<file path="config.mk">
export PLATFORM = sky130hd
export DESIGN_NAME = pulse_sequencer_flat
export DESIGN_NICKNAME = d
export VERILOG_FILES = /design/src/rtl/pulse_sequencer_if.sv /design/src/rtl/pulse_sequencer.sv /design/src/flat_wrapper.sv
export SDC_FILE = /design/constraint.sdc
export NUM_CORES = 1
export LEC_CHECK = 0
export CAP_MARGIN = 20
export CORE_MARGIN = 2
export CORE_UTILIZATION = 47
export CTS_BUF_LIST = sky130_fd_sc_hd__clkbuf_4 sky130_fd_sc_hd__clkbuf_8
export CTS_CLUSTER_DIAMETER = 40
export DETAILED_ROUTE_END_ITERATION = 12
export DONT_BUFFER_PORTS = 1
export SYNTH_ARGS = -nofsm -noshare
export SYNTH_HDL_FRONTEND = slang
export SYNTH_SLANG_ARGS = --single-unit
</file>
<file path="constraint.sdc">
create_clock -name clk -period 21.3 [get_ports clk]
set_input_delay 2.13 -clock clk [delete_from_list [all_inputs] [get_ports clk]]
set_output_delay 2.13 -clock clk [all_outputs]
set_load 0.005 [all_outputs]
</file>
<file path="src/rtl/pulse_sequencer_if.sv">
// Instruction-push channel into the pulse sequencer: valid/ready handshake
// carrying one packed pulse instruction per transfer.
interface pulse_sequencer_if #(
  parameter int INST_W = 96
) ();
  logic              in_valid;
  logic              in_ready;
  logic [INST_W-1:0] in_inst;

  modport master (
    output in_valid,
    output in_inst,
    input  in_ready
  );

  modport slave (
    input  in_valid,
    input  in_inst,
    output in_ready
  );
endinterface

</file>
<file path="src/rtl/pulse_sequencer.sv">
// Timed pulse sequencer: buffers packed pulse instructions in a small FIFO and
// plays the head entry once the local timebase reaches its start time, holding
// the decoded fields on the output for the pulse length.
module pulse_sequencer #(
  parameter int FREQ_W   = 16,
  parameter int PHASE_W  = 16,
  parameter int AMP_W    = 16,
  parameter int TSTART_W = 32,
  parameter int TLEN_W   = 16,
  parameter int DEPTH    = 8,
  localparam int INST_W  = FREQ_W + PHASE_W + AMP_W + TSTART_W + TLEN_W,
  localparam int LVL_W   = $clog2(DEPTH + 1)
) (
  input  logic                clk,
  input  logic                rst_n,
  input  logic                clear,
  input  logic                timer_en,
  pulse_sequencer_if.slave    in_if,
  output logic [TSTART_W-1:0] time_now,
  output logic [LVL_W-1:0]    level,
  output logic                out_active,
  output logic                out_start,
  output logic                out_done,
  output logic [FREQ_W-1:0]   out_freq,
  output logic [PHASE_W-1:0]  out_phase,
  output logic [AMP_W-1:0]    out_amp,
  output logic                late_err
);

  localparam int AW      = $clog2(DEPTH);
  localparam int PH_LSB  = FREQ_W;
  localparam int AMP_LSB = FREQ_W + PHASE_W;
  localparam int TS_LSB  = FREQ_W + PHASE_W + AMP_W;
  localparam int LEN_LSB = FREQ_W + PHASE_W + AMP_W + TSTART_W;

  typedef enum logic {IDLE, PLAY} state_t;

  // FIFO storage and pointers
  logic [INST_W-1:0]   mem_q [DEPTH];
  logic [AW-1:0]       wr_ptr_q;
  logic [AW-1:0]       rd_ptr_q;
  logic [LVL_W-1:0]    count_q;
  logic [LVL_W-1:0]    count_d;
  logic                full;
  logic                empty;
  logic                push;
  logic                pop;

  // Head-entry decode
  logic [INST_W-1:0]   head;
  logic [FREQ_W-1:0]   head_freq;
  logic [PHASE_W-1:0]  head_phase;
  logic [AMP_W-1:0]    head_amp;
  logic [TSTART_W-1:0] head_tstart;
  logic [TLEN_W-1:0]   head_tlen;
  logic [TSTART_W-1:0] time_diff;
  logic                due;
  logic                slot_free;
  logic                issue;

  // Timebase and playback state
  logic [TSTART_W-1:0] time_q;
  state_t              state_q;
  logic [TLEN_W-1:0]   rem_q;
  logic                active_q;
  logic                start_q;
  logic                done_q;
  logic [FREQ_W-1:0]   freq_q;
  logic [PHASE_W-1:0]  phase_q;
  logic [AMP_W-1:0]    amp_q;
  logic                late_q;

  assign full  = (count_q == LVL_W'(DEPTH));
  assign empty = (count_q == '0);

  // in_ready looks only at the registered occupancy, so a pop this cycle
  // never opens a slot early.
  assign in_if.in_ready = !full;

  assign head        = mem_q[rd_ptr_q];
  assign head_freq   = head[FREQ_W-1:0];
  assign head_phase  = head[PH_LSB  +: PHASE_W];
  assign head_amp    = head[AMP_LSB +: AMP_W];
  assign head_tstart = head[TS_LSB  +: TSTART_W];
  assign head_tlen   = head[LEN_LSB +: TLEN_W];

  // Wrap-aware "start time reached": modular difference is non-negative.
  assign time_diff = time_q - head_tstart;
  assign due       = !time_diff[TSTART_W-1];
  assign slot_free = (state_q == IDLE) || (rem_q == TLEN_W'(1));
  assign issue     = !empty && slot_free && due;

  assign push = in_if.in_valid && !full && !clear;
  assign pop  = issue && !clear;

  // Occupancy next-state: simultaneous push and pop cancel out
  always_comb begin
    count_d = count_q;
    case ({push, pop})
      2'b10:   count_d = count_q + LVL_W'(1);
      2'b01:   count_d = count_q - LVL_W'(1);
      default: count_d = count_q;
    endcase
  end

  // FIFO pointers and occupancy, flushed by clear
  always_ff @(posedge clk or negedge rst_n) begin
    if (!rst_n) begin
      wr_ptr_q <= '0;
      rd_ptr_q <= '0;
      count_q  <= '0;
    end else if (clear) begin
      wr_ptr_q <= '0;
      rd_ptr_q <= '0;
      count_q  <= '0;
    end else begin
      if (push) wr_ptr_q <= wr_ptr_q + AW'(1);
      if (pop)  rd_ptr_q <= rd_ptr_q + AW'(1);
      count_q <= count_d;
    end
  end

  // FIFO data array; contents are only meaningful behind the pointers
  always_ff @(posedge clk) begin
    if (push) mem_q[wr_ptr_q] <= in_if.in_inst;
  end

  // Free-running timebase, zeroed by clear
  always_ff @(posedge clk or negedge rst_n) begin
    if (!rst_n) begin
      time_q <= '0;
    end else if (clear) begin
      time_q <= '0;
    end else if (timer_en) begin
      time_q <= time_q + TSTART_W'(1);
    end
  end

  // Playback FSM: issue, length countdown, strobes, field latch, late flag
  always_ff @(posedge clk or negedge rst_n) begin
    if (!rst_n) begin
      state_q  <= IDLE;
      rem_q    <= '0;
      active_q <= 1'b0;
      start_q  <= 1'b0;
      done_q   <= 1'b0;
      freq_q   <= '0;
      phase_q  <= '0;
      amp_q    <= '0;
      late_q   <= 1'b0;
    end else if (clear) begin
      // Abort without a done strobe; last fields stay on the outputs.
      state_q  <= IDLE;
      rem_q    <= '0;
      active_q <= 1'b0;
      start_q  <= 1'b0;
      done_q   <= 1'b0;
      late_q   <= 1'b0;
    end else begin
      start_q <= 1'b0;
      done_q  <= 1'b0;
      if (issue && (head_tlen != '0)) begin
        state_q  <= PLAY;
        rem_q    <= head_tlen;
        active_q <= 1'b1;
        start_q  <= 1'b1;
        done_q   <= (head_tlen == TLEN_W'(1));
        freq_q   <= head_freq;
        phase_q  <= head_phase;
        amp_q    <= head_amp;
      end else if (state_q == PLAY) begin
        // A zero-length pop lands here too, so a finishing pulse ends normally.
        if (rem_q == TLEN_W'(1)) begin
          state_q  <= IDLE;
          rem_q    <= '0;
          active_q <= 1'b0;
        end else begin
          rem_q  <= rem_q - TLEN_W'(1);
          done_q <= (rem_q == TLEN_W'(2));
        end
      end
      if (issue && (time_q != head_tstart)) late_q <= 1'b1;
    end
  end

  assign time_now   = time_q;
  assign level      = count_q;
  assign out_active = active_q;
  assign out_start  = start_q;
  assign out_done   = done_q;
  assign out_freq   = freq_q;
  assign out_phase  = phase_q;
  assign out_amp    = amp_q;
  assign late_err   = late_q;

endmodule

</file>
<file path="src/flat_wrapper.sv">
// flat-port wrapper written by rule: the top's interface ports become plain ports
module pulse_sequencer_flat 
#(
  parameter int FREQ_W   = 16,
  parameter int PHASE_W  = 16,
  parameter int AMP_W    = 16,
  parameter int TSTART_W = 32,
  parameter int TLEN_W   = 16,
  parameter int DEPTH    = 8,
  localparam int INST_W  = FREQ_W + PHASE_W + AMP_W + TSTART_W + TLEN_W,
  localparam int LVL_W   = $clog2(DEPTH + 1)
)
  (clk, rst_n, clear, timer_en, time_now, level, out_active, out_start, out_done, out_freq, out_phase, out_amp, late_err, in_if_in_valid, in_if_in_inst, in_if_in_ready);
  pulse_sequencer_if in_if_i ();
  input  logic clk;
  input  logic rst_n;
  input  logic clear;
  input  logic timer_en;
  output logic [TSTART_W-1:0] time_now;
  output logic [LVL_W-1:0] level;
  output logic out_active;
  output logic out_start;
  output logic out_done;
  output logic [FREQ_W-1:0] out_freq;
  output logic [PHASE_W-1:0] out_phase;
  output logic [AMP_W-1:0] out_amp;
  output logic late_err;
  input wire logic [$bits(in_if_i.in_valid)-1:0] in_if_in_valid;
  input wire logic [$bits(in_if_i.in_inst)-1:0] in_if_in_inst;
  output wire logic [$bits(in_if_i.in_ready)-1:0] in_if_in_ready;
  assign in_if_i.in_valid = in_if_in_valid;
  assign in_if_i.in_inst = in_if_in_inst;
  assign in_if_in_ready = in_if_i.in_ready;
  pulse_sequencer #(.FREQ_W(FREQ_W), .PHASE_W(PHASE_W), .AMP_W(AMP_W), .TSTART_W(TSTART_W), .TLEN_W(TLEN_W), .DEPTH(DEPTH)) u_core (.clk(clk), .rst_n(rst_n), .clear(clear), .timer_en(timer_en), .in_if(in_if_i), .time_now(time_now), .level(level), .out_active(out_active), .out_start(out_start), .out_done(out_done), .out_freq(out_freq), .out_phase(out_phase), .out_amp(out_amp), .late_err(late_err));
endmodule
</file>
==> reports/qor.txt, run 1 <==
Status - finished clean
RSZ-0062 raised after global routing - no
Sequential fraction of the synthesis area - 0.739
CTS Buf Count - 154
TritonCTS clock tree - built
Clock Skew - 46.7 ps
Period minus WS final - 6450 ps
First-pass GRT wire length - 115000 microns
Cell Pwr Density - 114 nW/um^2
Post-DR vias/cell - 5.74
Setup WS pre-CTS - 14210 ps
Relative slew slack - 0.273
CP max FO - 60
Number of remaining DRC errors - 0
Final Hold Fails - 0
Worst Path Arrival - 7120 ps
WL per Instance - 25.9 microns
Path type of the worst setup path - flip-flop to flip-flop
Worst-margin pin slew - 1090 ps
Post-synthesis cell area - 35000 sq um
Grt total ovfl - 0
Root Buffer - clkbuf_8
Most common cell after layout, fill and taps aside - edfxtp_1
Final WS setup - 14850 ps
Die Wd - 277 microns
Share of flip-flops with an asynchronous set or reset - 0.126
YS warnings - 0
Count of cells resized by post-cts repair - 0
Placed cell count - 2650
Comb power frac - 0.185
Mapped Avg Cell Area - 20.2 sq um
Hold/Removal Path Class - flip-flop to flip-flop
Commonest cells after routing, fill and taps aside - edfxtp_1, mux4_2, clkbuf_8, dfrtp_1, nor2_1
I/O pins - 190
Pwr Total - 4500 uW
Syn nets - 1876
Internal reg-to-reg setup slack - 14850 ps
Complex-gate fraction of the synthesized area - 0.0230
Die height - 277 microns
Clk sinks - 879
Worst setup EP type - flip-flop
Leak - 0.0129 uW
Non-Filler Instances - 2936
Hpwl dp - 41700 microns
P_sw - 1180 uW
Clock power frac - 0.352
Die area - 76600 sq um
RePlAce Congestion - 0.813
Worst setup SP type - flip-flop
H-tree levels - 4
Max Clk Rate - 155 MHz
Synth Flop Type - edfxtp_1
Area leader, netlist - edfxtp_1
Area contributors post-synth - edfxtp_1, mux4_2, dfrtp_1
Multiplexer area fraction after synthesis - 0.171
#FFs+latches synth - 879
Post CTS Setup Buffer Count - 0
Fin nets - 1981
Post-synthesis adder-cell area fraction - 0.0145
Number of buffers added on ports - 0
Max Cap Viol - 0
Synth top area share - 0.659
Switch share - 0.263
CP Data Required Time - 21970 ps
Vias in the first global route - 18.3k
Peak supply drop - 0.0000613 V
Synth Area in Simple Gates - 0.0326
Cell variety after synth - 66
Fin. max-slew vios - 0
Row Count - 100
Remaining antenna violation count - 0
Drt first-iter violations - 1356
Post-cts hold buffer count - 0
Area Overhead vs Synth - 12.5%
Max Buffers Root-to-Sink - 3
Post-Synthesis Cells - 1735
Xor-xnor portion of the synthesized cell area - 0.00776
Sum Neg Setup Slack - 0 ps
Period Utilization, post-route - 0.303
Largest family of logic cells by synthesized area - multiplexers
Layout cell share with drive strength beyond 1 - 0.284
# setup viols final - 0
Antenna violations before repair - 3
Largest net degree at the start of global routing - 112
Total wire length - 76000 microns
GRT Overall Usage - 0.203
First drt pass iteration count - 5
Clock transition at path regs - 60 ps
Floorplan core area - 74100 sq um
Vias - 16.9k
Sequential cell fraction of total power - 0.463
Initial Utilization - 0.472
Internal power - 3320 uW
Fillers - 5855
Worst-skew pair later-pin latency - 790 ps
Post-synth EDFFs - 768
-- worst paths after layout --
kind / from / to / cells past startpoint
worst max register to register: u_core.rd_ptr_q[1]$_DFFE_PN0P_ / u_core.level[3]$_DFFE_PN0P_ / 16
worst max-delay path: u_core.rd_ptr_q[1]$_DFFE_PN0P_ / u_core.level[3]$_DFFE_PN0P_ / 16
min in group asynchronous: rst_n / u_core.state_q$_DFF_PN0_ / 0
max in group asynchronous: rst_n / u_core.out_phase[10]$_DFFE_PN0P_ / 0
worst min-delay path: u_core.out_amp[13]$_DFFE_PN0P_ / u_core.out_amp[13]$_DFFE_PN0P_ / 1
worst min register to register: u_core.out_amp[13]$_DFFE_PN0P_ / u_core.out_amp[13]$_DFFE_PN0P_ / 1
-- cell families (layout without fill, tap and decap cells) --
family	count (synthesis)	after routing
simple gates	225	225
xor+xnor	31	31
fa+ha+maj	40	40
other cells	0	3
flops	879	879
mux	346	346
buf+inv	90	319
compound gates	124	124
-- critical path, stage by stage (launching register included) --
cell	delay (ps)
dfrtp_4	1020
buf_4	810
mux4_2	430
mux2i_1	250
ha_1	300
a211oi_1	250
nor2_1	70
o31ai_1	370
a21boi_0	390
nor4_1	690
o21ai_1	190
nor2_1	280
ha_1	300
a21o_1	160
a21oi_1	170
mux2i_1	220
mux2_2	350
-- final cells by class --
cell class              count  area (sq um)  area share
inverters                  12          45.0     0.00115
well taps                 969          1210      0.0308
flip-flops and latches    879         25900       0.657
clock buffers             224          2700      0.0685
diodes                      3          7.51    0.000191
repair buffers             27           243     0.00617
clock inverters            56           522      0.0133
multi-input cells         766          8760       0.223
-- layer usage --
metal	up-vias	track usage	part of all wire
met5	-	0	0.00017
met4	2	0.0581	0.017
met3	108	0.0692	0.073
met2	453	0.329	0.49
met1	8953	0.261	0.42
li1	7342	-	-
-- cells in the mapped netlist, drive strengths merged, types with 4 or more instances --
cell and instances:
nand3 30, o32ai 6, nand2b 4, mux2i 55, nor3 23, inv 12, buf 40, clkbuf 38
nand2 39, a21oi 40, o211ai 4, dfrtp 111, a21o 4, a2bb2oi 4, mux4 191, and4 6
nand4 11, mux2 100, nor2 72, nor4 8, o21a 6, and2 4, and3 8, or3 11
edfxtp 768, o21ai 35, xnor2 11, xor2 20, ha 39
-- through the flow --
| step | area, sq um | utilization | hold slack [ps] |
|---|---|---|---|
| after global placement | 36000 | 0.487 | 510 |
| after CTS | 39300 | 0.530 | 522 |
| after global routing | 39300 | 0.531 | 536 |
| after detailed placement | 36000 | 0.487 | 511 |
| after floorplan | 35000 | - | 486 |
| final | 39300 | 0.531 | 522 |
-- state kept, by name (all words and copies together) (netlist names) --
| name | count |
|---|---|
| u_core.late_err | 1 |
| u_core.level | 4 |
| u_core.mem_q | 768 |
| u_core.out_active | 1 |
| u_core.out_amp | 16 |
| u_core.out_done | 1 |
| u_core.out_freq | 16 |
| u_core.out_phase | 16 |
| u_core.out_start | 1 |
| u_core.rd_ptr_q | 3 |
| u_core.rem_q | 16 |
| u_core.state_q | 1 |
| u_core.time_now | 32 |
| u_core.wr_ptr_q | 3 |
-- power by group through the flow --
stage	clock network, uW	logic (uW)	registers [uW]
final	1590	832	2080
after global routing	1700	913	2100
after CTS	1630	814	2110
after detailed placement	0	811	2140
after global placement	0	800	2140
after floorplan	0	691	2080
Power figures use the tool's default switching activity.
==> run 2: changes to the inputs <==
ABC_AREA = 1   (was unset)
clock period = 6.4 ns   (was 21.3 ns; I/O delays follow)
==> run 2 against run 1 <==
Non-clock buffer count up 104. Via count up 41%. First-iteration DRC count up 38%. Core utilization up 1.1 points. Die area up 3.2%. Clock-buffer cell count down 26. Cell count up 47%. Highest routed layer unchanged. Maximum frequency up 33%. Sequential cell count unchanged.
==> reports/qor.txt, run 2 <==
Fin nets - 3315 (+67%)
Layout cell share with drive strength beyond 1 - 0.0920 (-0.192)
Worst R2R End - u_core.out_amp[6]$_DFFE_PN0P_
Max Clk Rate - 207 MHz (+33%)
Count of cells resized by post-cts repair - 0 (unchanged)
Remaining antenna violation count - 0 (unchanged)
Sum Neg Setup Slack - 0 ps (unchanged)
Worst setup SP type - flip-flop
Most flops, register - u_core.mem_q
Placed cell area - 37000 sq um (+2.7%)
Worst Hold Depth - 3 (+2)
Post-Synthesis Cells - 3071 (+77%)
Largest net degree at the start of global routing - 238 (+110%)
First drt pass iteration count - 5 (unchanged)
Initial Utilization - 0.475 (+0.00320)
Clk sinks - 879 (unchanged)
Post CTS Setup Buffer Count - 0 (unchanged)
RePlAce Congestion - 0.823 (+1.2%)
Area leader, netlist - edfxtp_1
Post-cts hold buffer count - 101 (+101)
Placed cell count - 3955 (+49%)
WL per Instance - 20.5 microns (-21%)
Die area - 79100 sq um (+3.2%)
Area Overhead vs Synth - 14.1%
Max Buffers Root-to-Sink - 3 (unchanged)
Post-DR vias/cell - 5.51 (-4.0%)
Final Hold Fails - 0 (unchanged)
Cell area after layout - 41200 sq um (+4.7%)
Area contributors post-synth - edfxtp_1, nand2_1, dfrtp_1
TritonCTS clock tree - built
Grt total ovfl - 0 (unchanged)
Worst Path Arrival - 5580 ps (-1540 ps)
Hold path start - clear
Leak - 0.0155 uW (+20%)
# setup viols final - 0 (unchanged)
H-tree levels - 4 (unchanged)
Hpwl dp - 45700 microns (+9.5%)
Row Count - 101 (+1.0%)
Period Utilization, post-route - 0.756 (+0.454)
Reg2Reg Depth - 18 (+2)
Cell variety after synth - 41 (-38%)
WHS - 95.1 ps (-427 ps)
Total wire length - 88900 microns (+17%)
Post-synthesis cell area - 36100 sq um (+3.2%)
Vias - 23.9k (+41%)
Share of flip-flops with an asynchronous set or reset - 0.126 (unchanged)
Non-Filler Instances - 4329 (+47%)
Commonest cells after routing, fill and taps aside - nand2_1, edfxtp_1, o21ai_0, nor2_1, clkbuf_8
Period minus WS final - 4840 ps (-1610 ps)
Drt first-iter violations - 1874 (+38%)
Relative slew slack - 0.177 (-0.0963)
Syn nets - 3212 (+71%)
Die height - 281 microns (+1.6%)
Worst-margin pin slew - 1230 ps (+145 ps)
Post-synth EDFFs - 768 (unchanged)
CTS Buf Count - 146 (-5.2%)
Number of remaining DRC errors - 0 (unchanged)
Max Cap Viol - 0 (unchanged)
Synth Flop Type - edfxtp_1
Max reg flops - 768 (unchanged)
I/O pins - 190 (unchanged)
Status - finished clean
Worst setup EP type - flip-flop
Mapped Avg Cell Area - 11.8 sq um (-42%)
CP max FO - 171 (+190%)
Path type of the worst setup path - flip-flop to flip-flop
FF-to-FF Start - u_core.rd_ptr_q[0]$_DFFE_PN0P_
Post-synth top cells - nand2_1, edfxtp_1, o21ai_0
Most common cell after layout, fill and taps aside - nand2_1
Clock Skew - 38.3 ps (-8.36 ps)
Final core area utilization - 0.542 (+0.0114)
Internal reg-to-reg setup slack - 1560 ps (-13290 ps)
YS warnings - 0 (unchanged)
Worst-skew pair later-pin latency - 800 ps (about the same)
CP Data Required Time - 7140 ps (-14830 ps)
Synth top area share - 0.639 (-0.0206)
Cell Pwr Density - 368 nW/um^2 (+220%)
RSZ-0062 raised after global routing - no
Antenna violations before repair - 15 (+12)
Vias in the first global route - 23.4k (+28%)
Hold/Removal Path Class - input port to flip-flop
Clock transition at path regs - 70 ps (about the same)
Number of buffers added on ports - 0 (unchanged)
Floorplan core area - 75900 sq um (+2.5%)
Sequential fraction of the synthesis area - 0.716 (-0.0231)
Worst hold endpoint - u_core.rd_ptr_q[1]$_DFFE_PN0P_
#FFs+latches synth - 879 (unchanged)
GRT Overall Usage - 0.226 (+0.0229)
Fin. max-slew vios - 0 (unchanged)
First-pass GRT wire length - 136000 microns (+18%)
Root Buffer - clkbuf_8
Die Wd - 281 microns (+1.6%)
Peak supply drop - 0.000240 V (+290%)
Top-count cell post-synth - nand2_1
## run 2: cells by family (layout without fill, tap and decap cells)
group,count (synthesis),after routing,share of synthesized area
DFF,879,879,0.716
other,0,7,0
buffers and inverters,303,524,0.0342
AOI/OAI and AO/OA,598,598,0.0964
xor gates and xnor gates,15,15,0.00364
adders and majority gates,40,40,0.0141
and+or+nand+nor,1236,1236,0.136
## run 2: metrics by stage
stage	total power (uW)	setup slack, ps
floorplan	9150	718
global placement	9870	1690
detailed placement	9960	1580
CTS	15300	1580
global route	16000	1100
finish	15200	1560
## run 2: worst max-delay path, cell delays in order (launching register included)
cell and delay [ps]:
dfrtp_4 500, inv_8 600, o21ai_0 240, o221ai_1 200
o21ai_0 210, ha_1 350, nand2_1 60, nor2_1 130
nand4_1 250, nor2_1 180, nand2_1 80, nand2_1 60
nand2_1 80, nand2_4 190, nand3_4 380, nor2_4 220
buf_4 580, nand2_1 170, nand2_1 110
## run 2: worst max path at each step
stage | startpoint | endpoint | slack (ps) | cells past startpoint
after floorplan | clear | u_core.mem_q[0][0]$_DFFE_PP_ | 720 | 4
after global placement | u_core.rd_ptr_q[1]$_DFFE_PN0P_ | u_core.out_done$_DFF_PN0_ | 1690 | 22
after detailed placement | u_core.rd_ptr_q[0]$_DFFE_PN0P_ | u_core.out_amp[6]$_DFFE_PN0P_ | 1580 | 17
after CTS | u_core.rd_ptr_q[0]$_DFFE_PN0P_ | u_core.out_amp[6]$_DFFE_PN0P_ | 1580 | 18
after global routing | u_core.rd_ptr_q[0]$_DFFE_PN0P_ | u_core.out_amp[11]$_DFFE_PN0P_ | 1100 | 18
final | u_core.rd_ptr_q[0]$_DFFE_PN0P_ | u_core.out_amp[6]$_DFFE_PN0P_ | 1560 | 18
## run 2: layout make-up
type	count	area [sq um]
multi-input cells	1889	9090
well taps	1030	1290
diodes	7	17.5
fillers	6380	34700
clock buffers	198	2510
clock inverters	68	629
flip-flops and latches	879	25800
inverters	127	492
repair buffers	131	1330
## run 2: per-layer routing
metal / track usage / share of wire
met5: 0 / 0.0014
met1: 0.303 / 0.44
met3: 0.0515 / 0.064
met2: 0.363 / 0.47
met4: 0.0760 / 0.022
## run 2: report_power, final
part,total (uW),internal (uW),leakage (uW),switching (uW)
sequential,6850,6610,0.00839,248
combinational,3120,948,0.00547,2170
clock,5200,2940,0.00164,2260
==> run 3: changes to the inputs <==
clock period = 4.1 ns   (was 6.4 ns; I/O delays follow)
==> run 3 against run 2 <==
Clock skew increased by 3.0 ps. Largest cell class unchanged. First-iteration DRC count increased by 7.4%. Hold slack improved by 6.3 ps. Maximum frequency increased by 27%. Largest power group unchanged. Clock-buffer cell count increased by 18. Setup slack got worse by 1300 ps.
==> reports/qor.txt, run 3 (synthesis results as in run 2) <==
Worst hold endpoint - u_core.wr_ptr_q[1]$_DFFE_PN0P_
Final WS setup - 289 ps (-1270 ps)
Number of remaining DRC errors - 0 (unchanged)
Critical path's top delay family - buffers and inverters
Final core area utilization - 0.554 (+0.0116)
First drt pass iteration count - 7 (+2)
Most common cell after layout, fill and taps aside - nand2_1
Clk sinks - 879 (unchanged)
CP max FO - 32 (-81%)
Sum Neg Setup Slack - 0 ps (unchanged)
Pwr Total - 24300 uW (+60%)
Worst setup SP type - flip-flop
CTS Buf Count - 153 (+4.8%)
Number of buffers added on ports - 0 (unchanged)
CP Data Required Time - 4760 ps (-2380 ps)
FF-to-FF Start - u_core.rd_ptr_q[0]$_DFFE_PN0P_
Remaining antenna violation count - 0 (unchanged)
Worst R2R End - u_core.out_freq[6]$_DFFE_PN0P_
Worst Path Arrival - 4470 ps (-1110 ps)
Max Clk Rate - 262 MHz (+27%)
Relative slew slack - 0.329 (+0.152)
First-pass GRT wire length - 136000 microns (+0.34%)
CP peak stage delay - 540 ps (-60 ps)
Hold/Removal Path Class - input port to flip-flop
Cell mode on critical path - nand2_1
Final Hold Fails - 0 (unchanged)
Clock transition at path regs - 70 ps (about the same)
Critical-path cell list - buf_4 > clkbuf_16 > o21ai_0 > o22ai_1 > o21ai_2 > ha_1 > nand2_1 > inv_1 > nand2_1 > nand2_1 > nand2_1 > nand2_1 > a21oi_1 > nand3_1 > nand2_4 > buf_4 > nand3_4 > nor2_4 > inv_2 > buf_12 > nand2_1 > nand2_1
Area Overhead vs Synth - 16.6%
Path type of the worst setup path - flip-flop to flip-flop
Die height - 281 microns (unchanged)
Clock Skew - 41.4 ps (+3.01 ps)
WL per Instance - 20.6 microns (+0.48%)
Reg2Reg Depth - 22 (+4)
Total wire length - 90700 microns (+2.1%)
Fin nets - 3365 (+1.5%)
Antenna violations before repair - 16 (+1)
Row Count - 101 (unchanged)
Hold path start - in_if_in_valid
Post-DR vias/cell - 5.49 (-0.35%)
RePlAce Congestion - 0.833 (+1.2%)
I/O pins - 190 (unchanged)
Worst-skew pair later-pin latency - 800 ps (about the same)
Setup WS pre-CTS - 63.0 ps (-1510 ps)
Internal reg-to-reg setup slack - 290 ps (-1270 ps)
Worst-margin pin slew - 1000 ps (-231 ps)
TritonCTS clock tree - built
Initial Utilization - 0.475 (unchanged)
Worst Setup SP - u_core.rd_ptr_q[0]$_DFFE_PN0P_
Floorplan core area - 75900 sq um (unchanged)
GRT Overall Usage - 0.226 (+0.000633)
Area occupied by multi-input gates - 9120 sq um (+0.29%)
Peak supply drop - 0.000330 V (+38%)
Most flops, register - u_core.mem_q
CP Depth - 22 (+4)
Vias - 24.1k (+1.2%)
Layout cell share with drive strength beyond 1 - 0.111 (+0.0185)
Max Buffers Root-to-Sink - 3 (unchanged)
Period Utilization, post-route - 0.929 (+0.173)
# setup viols final - 0 (unchanged)
Grt total ovfl - 0 (unchanged)
Worst path bufs/invs - 6 (+4)
Largest net degree at the start of global routing - 112 (-53%)
Cell area after layout - 42100 sq um (+2.1%)
Worst setup EP type - flip-flop
H-tree levels - 4 (unchanged)
Slowest-stage cell, CP - dfrtp_4
Fillers - 6319 (-0.96%)
Max Cap Viol - 0 (unchanged)
Worst Hold Depth - 4 (+1)
Period minus WS final - 3810 ps (-1030 ps)
Leak - 0.0159 uW (+2.7%)
Root Buffer - clkbuf_8
Cell Pwr Density - 578 nW/um^2 (+57%)
Drt first-iter violations - 2013 (+7.4%)
Status - finished clean
FF+latch area - 25800 sq um (unchanged)
Hpwl dp - 48700 microns (+6.6%)
Max reg flops - 768 (unchanged)
Fin. max-slew vios - 0 (unchanged)
Vias in the first global route - 24.0k (+2.5%)
Commonest cells after routing, fill and taps aside - nand2_1, edfxtp_1, nor2_1, o21ai_0, clkbuf_8
Die area - 79100 sq um (unchanged)
Die Wd - 281 microns (unchanged)
Placed cell area - 37400 sq um (+1.1%)
-- run 3: worst max-delay path by stage --
stage,end
floorplan,u_core.mem_q[0][0]$_DFFE_PP_
global placement,u_core.level[3]$_DFFE_PN0P_
detailed placement,u_core.rem_q[14]$_DFFE_PN0P_
CTS,u_core.rem_q[11]$_DFFE_PN0P_
global route,u_core.level[3]$_DFFE_PN0P_
finish,u_core.out_freq[6]$_DFFE_PN0P_
-- run 3: cell type report --
cell class | count | area share
Clock buffer | 216 | 0.0635
Inverter | 127 | 0.0120
Multi-Input combinational cell | 1889 | 0.217
Clock inverter | 71 | 0.0150
Sequential cell | 879 | 0.614
Timing Repair Buffer | 173 | 0.0472
Antenna cell | 11 | 0.000654
Timing Repair inverter | 1 | 0.000208
Tap cell | 1030 | 0.0306
-- run 3: report_power, final --
part	switching [uW]	internal (uW)	leakage [uW]
logic	3500	1740	0.00580
registers	386	10300	0.00839
clock network	3670	4730	0.00173
-- run 3: metrics by stage --
step                hold WS, ps  std cells
CTS                        36.5       4374
floorplan                   114       3071
global route                159       4395
detailed placement          121       3987
global placement            121       3987
finish                      101       4397
-- run 3: worst reg2reg max path: stages, from the launching register on --
cell	delay, ps
dfrtp_4	540
buf_4	170
clkbuf_16	170
o21ai_0	210
o22ai_1	120
o21ai_2	240
ha_1	300
nand2_1	70
inv_1	60
nand2_1	60
nand2_1	50
nand2_1	50
nand2_1	50
a21oi_1	160
nand3_1	160
nand2_4	110
buf_4	220
nand3_4	110
nor2_4	170
inv_2	240
buf_12	260
nand2_1	120
nand2_1	60
-- run 3: per-layer routing --
layer / vias to the layer above / GRT usage / share of wire
li1: 11256 / - / -
met1: 11915 / 0.303 / 0.44
met2: 789 / 0.365 / 0.47
met3: 167 / 0.0520 / 0.067
met4: 12 / 0.0775 / 0.021
met5: - / 0 / 0.00075
-- run 3: repair_timing --
action                     in CTS  in global routing
buffers inserted                0                  4
hold buffers                  100                  0
hold endpoints to repair      922                  0
setup endpoints to repair       0                 55
gates resized for setup         0                 37
